===== src/rtl/grid_cursor_ctrl.sv =====
// grid_cursor_ctrl: button-driven grid cursor with hold-to-repeat and a mark/stab command handshake
module grid_cursor_ctrl #(
  parameter int ROWS       = 6,
  parameter int COLS       = 6,
  parameter int PW         = 6,
  parameter int REPEAT_DLY = 8,
  parameter int REPEAT_PER = 4,
  parameter int WRAP       = 0
) (
  input  logic          clk,
  input  logic          rst,
  input  logic          up,
  input  logic          down,
  input  logic          left,
  input  logic          right,
  input  logic          mark,
  input  logic          stab,
  output logic [PW-1:0] pointer,
  output logic [3:0]    row,
  output logic [3:0]    col,
  output logic          cmd_valid,
  output logic          cmd_type,
  output logic [PW-1:0] cmd_pos,
  input  logic          cmd_ready,
  output logic          cmd_drop
);
  typedef enum logic [1:0] {IDLE, DELAY, REPEAT, LOCK} state_t;
  localparam logic [3:0] RMAX = 4'(ROWS - 1);
  localparam logic [3:0] CMAX = 4'(COLS - 1);
  localparam logic [15:0] DLY_M1 = 16'(REPEAT_DLY - 1);
  localparam logic [15:0] PER_M1 = 16'(REPEAT_PER - 1);
  localparam logic WR = (WRAP != 0);
  state_t state_q, state_d;
  logic [5:0] raw, btn_q;
  logic [3:0] dir_q, dir_d, row_q, row_d, col_q, col_d;
  logic [15:0] cnt_q, cnt_d;
  logic cmd_valid_q, cmd_valid_d, cmd_type_q, cmd_type_d, cmd_drop_q, cmd_drop_d;
  logic [PW-1:0] cmd_pos_q, cmd_pos_d;
  logic single, mv, issue, can_issue;
  assign raw = {stab, mark, right, left, down, up};
  assign single = (btn_q != 6'd0) && ((btn_q & (btn_q - 6'd1)) == 6'd0);
  assign can_issue = !cmd_valid_q || cmd_ready;
  assign pointer = PW'(int'(row_q) * COLS + int'(col_q));
  assign row = row_q;
  assign col = col_q;
  assign cmd_valid = cmd_valid_q;
  assign cmd_type = cmd_type_q;
  assign cmd_pos = cmd_pos_q;
  assign cmd_drop = cmd_drop_q;
  always_comb begin
    state_d = state_q;
    cnt_d = cnt_q;
    dir_d = dir_q;
    mv = 1'b0;
    issue = 1'b0;
    cmd_drop_d = 1'b0;
    if (state_q == IDLE) begin
      if (single && |btn_q[3:0]) begin
        mv = 1'b1;
        dir_d = btn_q[3:0];
        cnt_d = '0;
        state_d = DELAY;
      end else if (single) begin
        issue = can_issue;
        cmd_drop_d = !can_issue;
        state_d = LOCK;
      end else if (|btn_q) state_d = LOCK;
    end else if (state_q == LOCK) begin
      if (!(|btn_q) && !(|raw)) state_d = IDLE;
    end else if (btn_q != {2'b00, dir_q}) begin
      state_d = |btn_q ? LOCK : IDLE;
    end else if (cnt_q == (state_q == DELAY ? DLY_M1 : PER_M1)) begin
      mv = 1'b1;
      cnt_d = '0;
      state_d = REPEAT;
    end else cnt_d = cnt_q + 16'd1;
  end
  // moves only fire while btn_q holds exactly the captured direction, so btn_q selects it
  always_comb begin
    row_d = !mv ? row_q
          : btn_q[0] ? (row_q == 4'd0 ? (WR ? RMAX : 4'd0) : row_q - 4'd1)
          : btn_q[1] ? (row_q == RMAX ? (WR ? 4'd0 : RMAX) : row_q + 4'd1)
          : row_q;
    col_d = !mv ? col_q
          : btn_q[2] ? (col_q == 4'd0 ? (WR ? CMAX : 4'd0) : col_q - 4'd1)
          : btn_q[3] ? (col_q == CMAX ? (WR ? 4'd0 : CMAX) : col_q + 4'd1)
          : col_q;
    cmd_valid_d = issue ? 1'b1 : (cmd_valid_q && cmd_ready) ? 1'b0 : cmd_valid_q;
    cmd_type_d = issue ? btn_q[5] : cmd_type_q;
    cmd_pos_d = issue ? pointer : cmd_pos_q;
  end
  always_ff @(posedge clk) begin
    if (rst) begin
      state_q <= LOCK;
      btn_q <= '0;
      cnt_q <= '0;
      dir_q <= '0;
      row_q <= '0;
      col_q <= '0;
      cmd_valid_q <= 1'b0;
      cmd_type_q <= 1'b0;
      cmd_pos_q <= '0;
      cmd_drop_q <= 1'b0;
    end else begin
      state_q <= state_d;
      btn_q <= raw;
      cnt_q <= cnt_d;
      dir_q <= dir_d;
      row_q <= row_d;
      col_q <= col_d;
      cmd_valid_q <= cmd_valid_d;
      cmd_type_q <= cmd_type_d;
      cmd_pos_q <= cmd_pos_d;
      cmd_drop_q <= cmd_drop_d;
    end
  end
endmodule


===== config.mk =====
export PLATFORM = sky130hd
export DESIGN_NAME = grid_cursor_ctrl
export DESIGN_NICKNAME = d
export VERILOG_FILES = /design/src/rtl/grid_cursor_ctrl.sv
export SDC_FILE = /design/constraint.sdc
export NUM_CORES = 1
export LEC_CHECK = 0
export BUFFER_PORTS_ARGS = -buffer_cell sky130_fd_sc_hd__buf_2
export CELL_PAD_IN_SITES_DETAIL_PLACEMENT = 1
export CELL_PAD_IN_SITES_GLOBAL_PLACEMENT = 2
export CORE_UTILIZATION = 32
export CTS_CLUSTER_SIZE = 40
export DETAILED_ROUTE_END_ITERATION = 10
export PLACE_DENSITY = 0.84
export SYNTH_ARGS = -nofsm -noshare
export SYNTH_HDL_FRONTEND = slang
export SYNTH_SLANG_ARGS = --single-unit

===== constraint.sdc =====
create_clock -name clk -period 2.13 [get_ports clk]
set_input_delay 0.213 -clock clk [delete_from_list [all_inputs] [get_ports clk]]
set_output_delay 0.213 -clock clk [all_outputs]
set_load 0.01 [all_outputs]

==> reports/results.tsv <==
metric	value	unit
post-route cell area	3490	µm²
crit path from	row[1]	
Max Freq	409.3	MHz
failing checks	negative setup slack	
worst hold stages	2	
Pleak	1.481	nW
flop-to-flop setup slack	-0.09	ns
Via density	5.180	
placer congestion estimate	0.7961	
1st-iter DRT viols	52	
R2R depth	9	
Slew headroom	70.06	%
skew final	0.01212	ns
Period minus WS final	2.443	ns
Post-Syn Area	2853	µm²
wire per inst	15.00	µm
Post-Synth Adder-Cell Area	9.298	%
grt total ovfl	0	
Slew Limit Fails	0	
Hold Path Class	input pin to flop	
vias	2616	
IO Count	32	
CP endpoint kind	primary output	
ANT cells	0	
Critical Path Fanout Max	4	
initial core utilization	32.87	%
Final period util	114.7	%
clock transition at the registers of the reported paths	0.09	ns
TritonCTS Sinks	45	
max cap viols	0	
Remaining DRCs	0	
layout net count	425	
startpoint types	flop	
htree depth	2	
Power Density	567.1	nW/µm²
hold_buf cts	0	
post-synthesis net count	372	
# setup viols final	5	
Placed Instances	490	
Synth warnings	0	
Synth area leaders	dfxtp_1 32%, ha_1 7.9%, nor2_1 5.3%	
post-synthesis simple-gate area fraction	25.09	%
Worst-Skew Late Latency	0.30	ns
gr usage total	17.43	%
fin worst setup slack	-0.3132	ns
most used cell along the critical path	ha_4	
largest net degree at the start of global routing	30	
cell taking the most area after synthesis	dfxtp_1	
fin cells	505	
FF+latch count, synth	45	
vias in the first global route	2650	
drt first pass iters	4	
distinct cell type count of the synthesized netlist	59	
Compound-Gate Fraction of Synth Area	19.74	%
Fill cells	1047	
Syn Inst Count	343	
Async S/R FF share, synth	0	%
Core Region	8678	µm²
Fin. Hold Viols	0	
Post-synth EDFFs	0	
maximum VDD drop	0.2211	mV
post-synthesis mux area share	4.561	%
worst path cell trace	ha_4, fa_1, ha_4, a21o_1, nand2_1, xnor3_1, buf_2	
unrepaired setup endpoints after global routing	true	
outcome	finished with violations	
crit path DAT	2.23	ns
share of cells above drive strength 1	25.94	%
DRT antenna net count	0	
reg2reg start	row[1]	
Setup CP Type	flop to primary output	
Clock Root Buffer	clkbuf_8	
Buffers on Ports	31	
DP Area	3272	µm²
die footprint	9297	µm²
worst slew pin tran	0.4421	ns
CTS tree	done	
CTS Buf Count	5	
reg2reg end	cmd_pos[5]	
largest family of logic cells by synthesized area	simple AND/OR/NAND/NOR gates	
cell at the slowest stage of the critical path	fa_1	
Die Y-Extent	96.42	µm
Layout area overhead	22.32	%
start point of the worst hold path	mark	
Max Root-Sink Buffers	2	
dpl hpwl	5.659	mm
crit path capture	pointer[5]	
Mean Syn Cell Area	8.317	µm²
CP max stage delay	0.53	ns
ys flop type	dfxtp_1	
Synth top area share	31.58	%
initial antenna violation count	0	
Total Wirelength	7.574	mm
Synth Area in XOR/XNOR	4.474	%
first-pass GRT wire length	12.58	mm
cell row count	34	
Critical Path RT	1.92	ns
register area share after synthesis	31.58	%
Die W	96.42	µm
report_power, final:
group | switching [W] | internal, W | leakage (nW)
clock network | 0.000300 | 0.000233 | 0.0385
logic | 0.000301 | 0.000233 | 1.07
registers | 0.0000390 | 0.000873 | 0.368
area by class of cell:
type                    count  area (µm²)  area share [%]
clock inverters             1       7.507          0.2151
inverters                  11       41.29           1.183
repair buffers             66       430.4           12.33
clock buffers               7       76.32           2.187
multi-input cells         267        1882           53.93
well taps                 108       135.1           3.872
flip-flops and latches     45       917.1           26.28
per-layer routing:
metal / GRT usage (%) / vias to the layer above / wire length, µm
met5: 0 / - / 0
met4: 4.657 / 0 / 89
met3: 2.582 / 9 / 131
met2: 30.02 / 24 / 3672
met1: 22.68 / 1259 / 3681
li1: - / 1324 / -
worst min-delay path by stage:
stage,end
floorplan,btn_q[0]
finish,btn_q[4]
CTS,btn_q[4]
global route,btn_q[5]
global placement,btn_q[1]
detailed placement,btn_q[4]
cell usage in the layout, fill, tap and decap left out, types with 3 or more instances in the layout:
cell	n
inv_1	11
dfxtp_2	7
a21o_1	3
mux2i_1	13
xnor2_1	3
nor2_1	39
nor3_1	4
clkbuf_8	5
buf_2	31
xor2_1	8
nand2b_1	4
o211ai_1	3
o21ai_1	13
buf_4	34
a21oi_1	13
and3_1	4
nor2b_1	13
and2_1	4
nand3_1	14
o31ai_1	11
a31oi_1	7
o21ai_0	20
or3_1	3
dfxtp_1	36
ha_1	15
nand2_1	22
nand4_1	3
synth_stat cells (7+ instances only):
cell type / instances
o21ai_1: 13
nor2b_1: 14
mux2i_1: 13
o31ai_1: 11
nand3_1: 14
nor2_1: 40
xor2_1: 9
a21oi_1: 14
nand2_1: 22
dfxtp_1: 45
inv_1: 11
ha_1: 18
clkbuf_1: 11
o21ai_0: 20
a31oi_1: 7
sequential cells by signal (all words and copies together), names as in the netlist:
name,flops
cnt_q,16
btn_q,6
cmd_pos,6
col,4
dir_q,4
row,4
state_q,2
cmd_drop,1
cmd_type,1
cmd_valid,1
per-stage QoR:
step                      total power [W]  setup WS [ns]  utilization [%]  setup TNS [ns]  hold slack, ns
after floorplan                  0.001266       0.008878                -               0          0.3412
after global placement           0.001409        0.04128            37.70               0          0.4522
after detailed placement         0.001425      -0.004814            37.70       -0.004814          0.4469
after CTS                        0.001967        -0.2907            39.17         -0.7914          0.1269
after global routing             0.002112        -0.3665            40.21          -1.309          0.1419
final                            0.001979        -0.3132            40.21         -0.8757          0.1342
cells by family (layout without fill, tap and decap cells):
family                     Yosys count  in the layout
DFF                                 45             45
AOI/OAI and AO/OA                   87             87
xor gates and xnor gates            13             13
adders and majority gates           20             20
and+or+nand+nor                    134            134
buffers and inverters               31             85
muxes                               13             13
timing repair:
action,4_1_cts,5_1_grt
pin swaps,2,6
buffers inserted,3,4
gates resized for setup,4,18
setup endpoints to repair,3,29
worst max-delay path: cells and delay by family, from the launching register on:
kind,cells,cell delay [ns]
and+or+nand+nor,1,0.09
DFF,1,0.38
xor gates and xnor gates,1,0.23
buffers and inverters,1,0.15
adders and majority gates,3,0.91
AOI/OAI and AO/OA,1,0.18
Note: power is estimated with default switching activity, not from simulation.
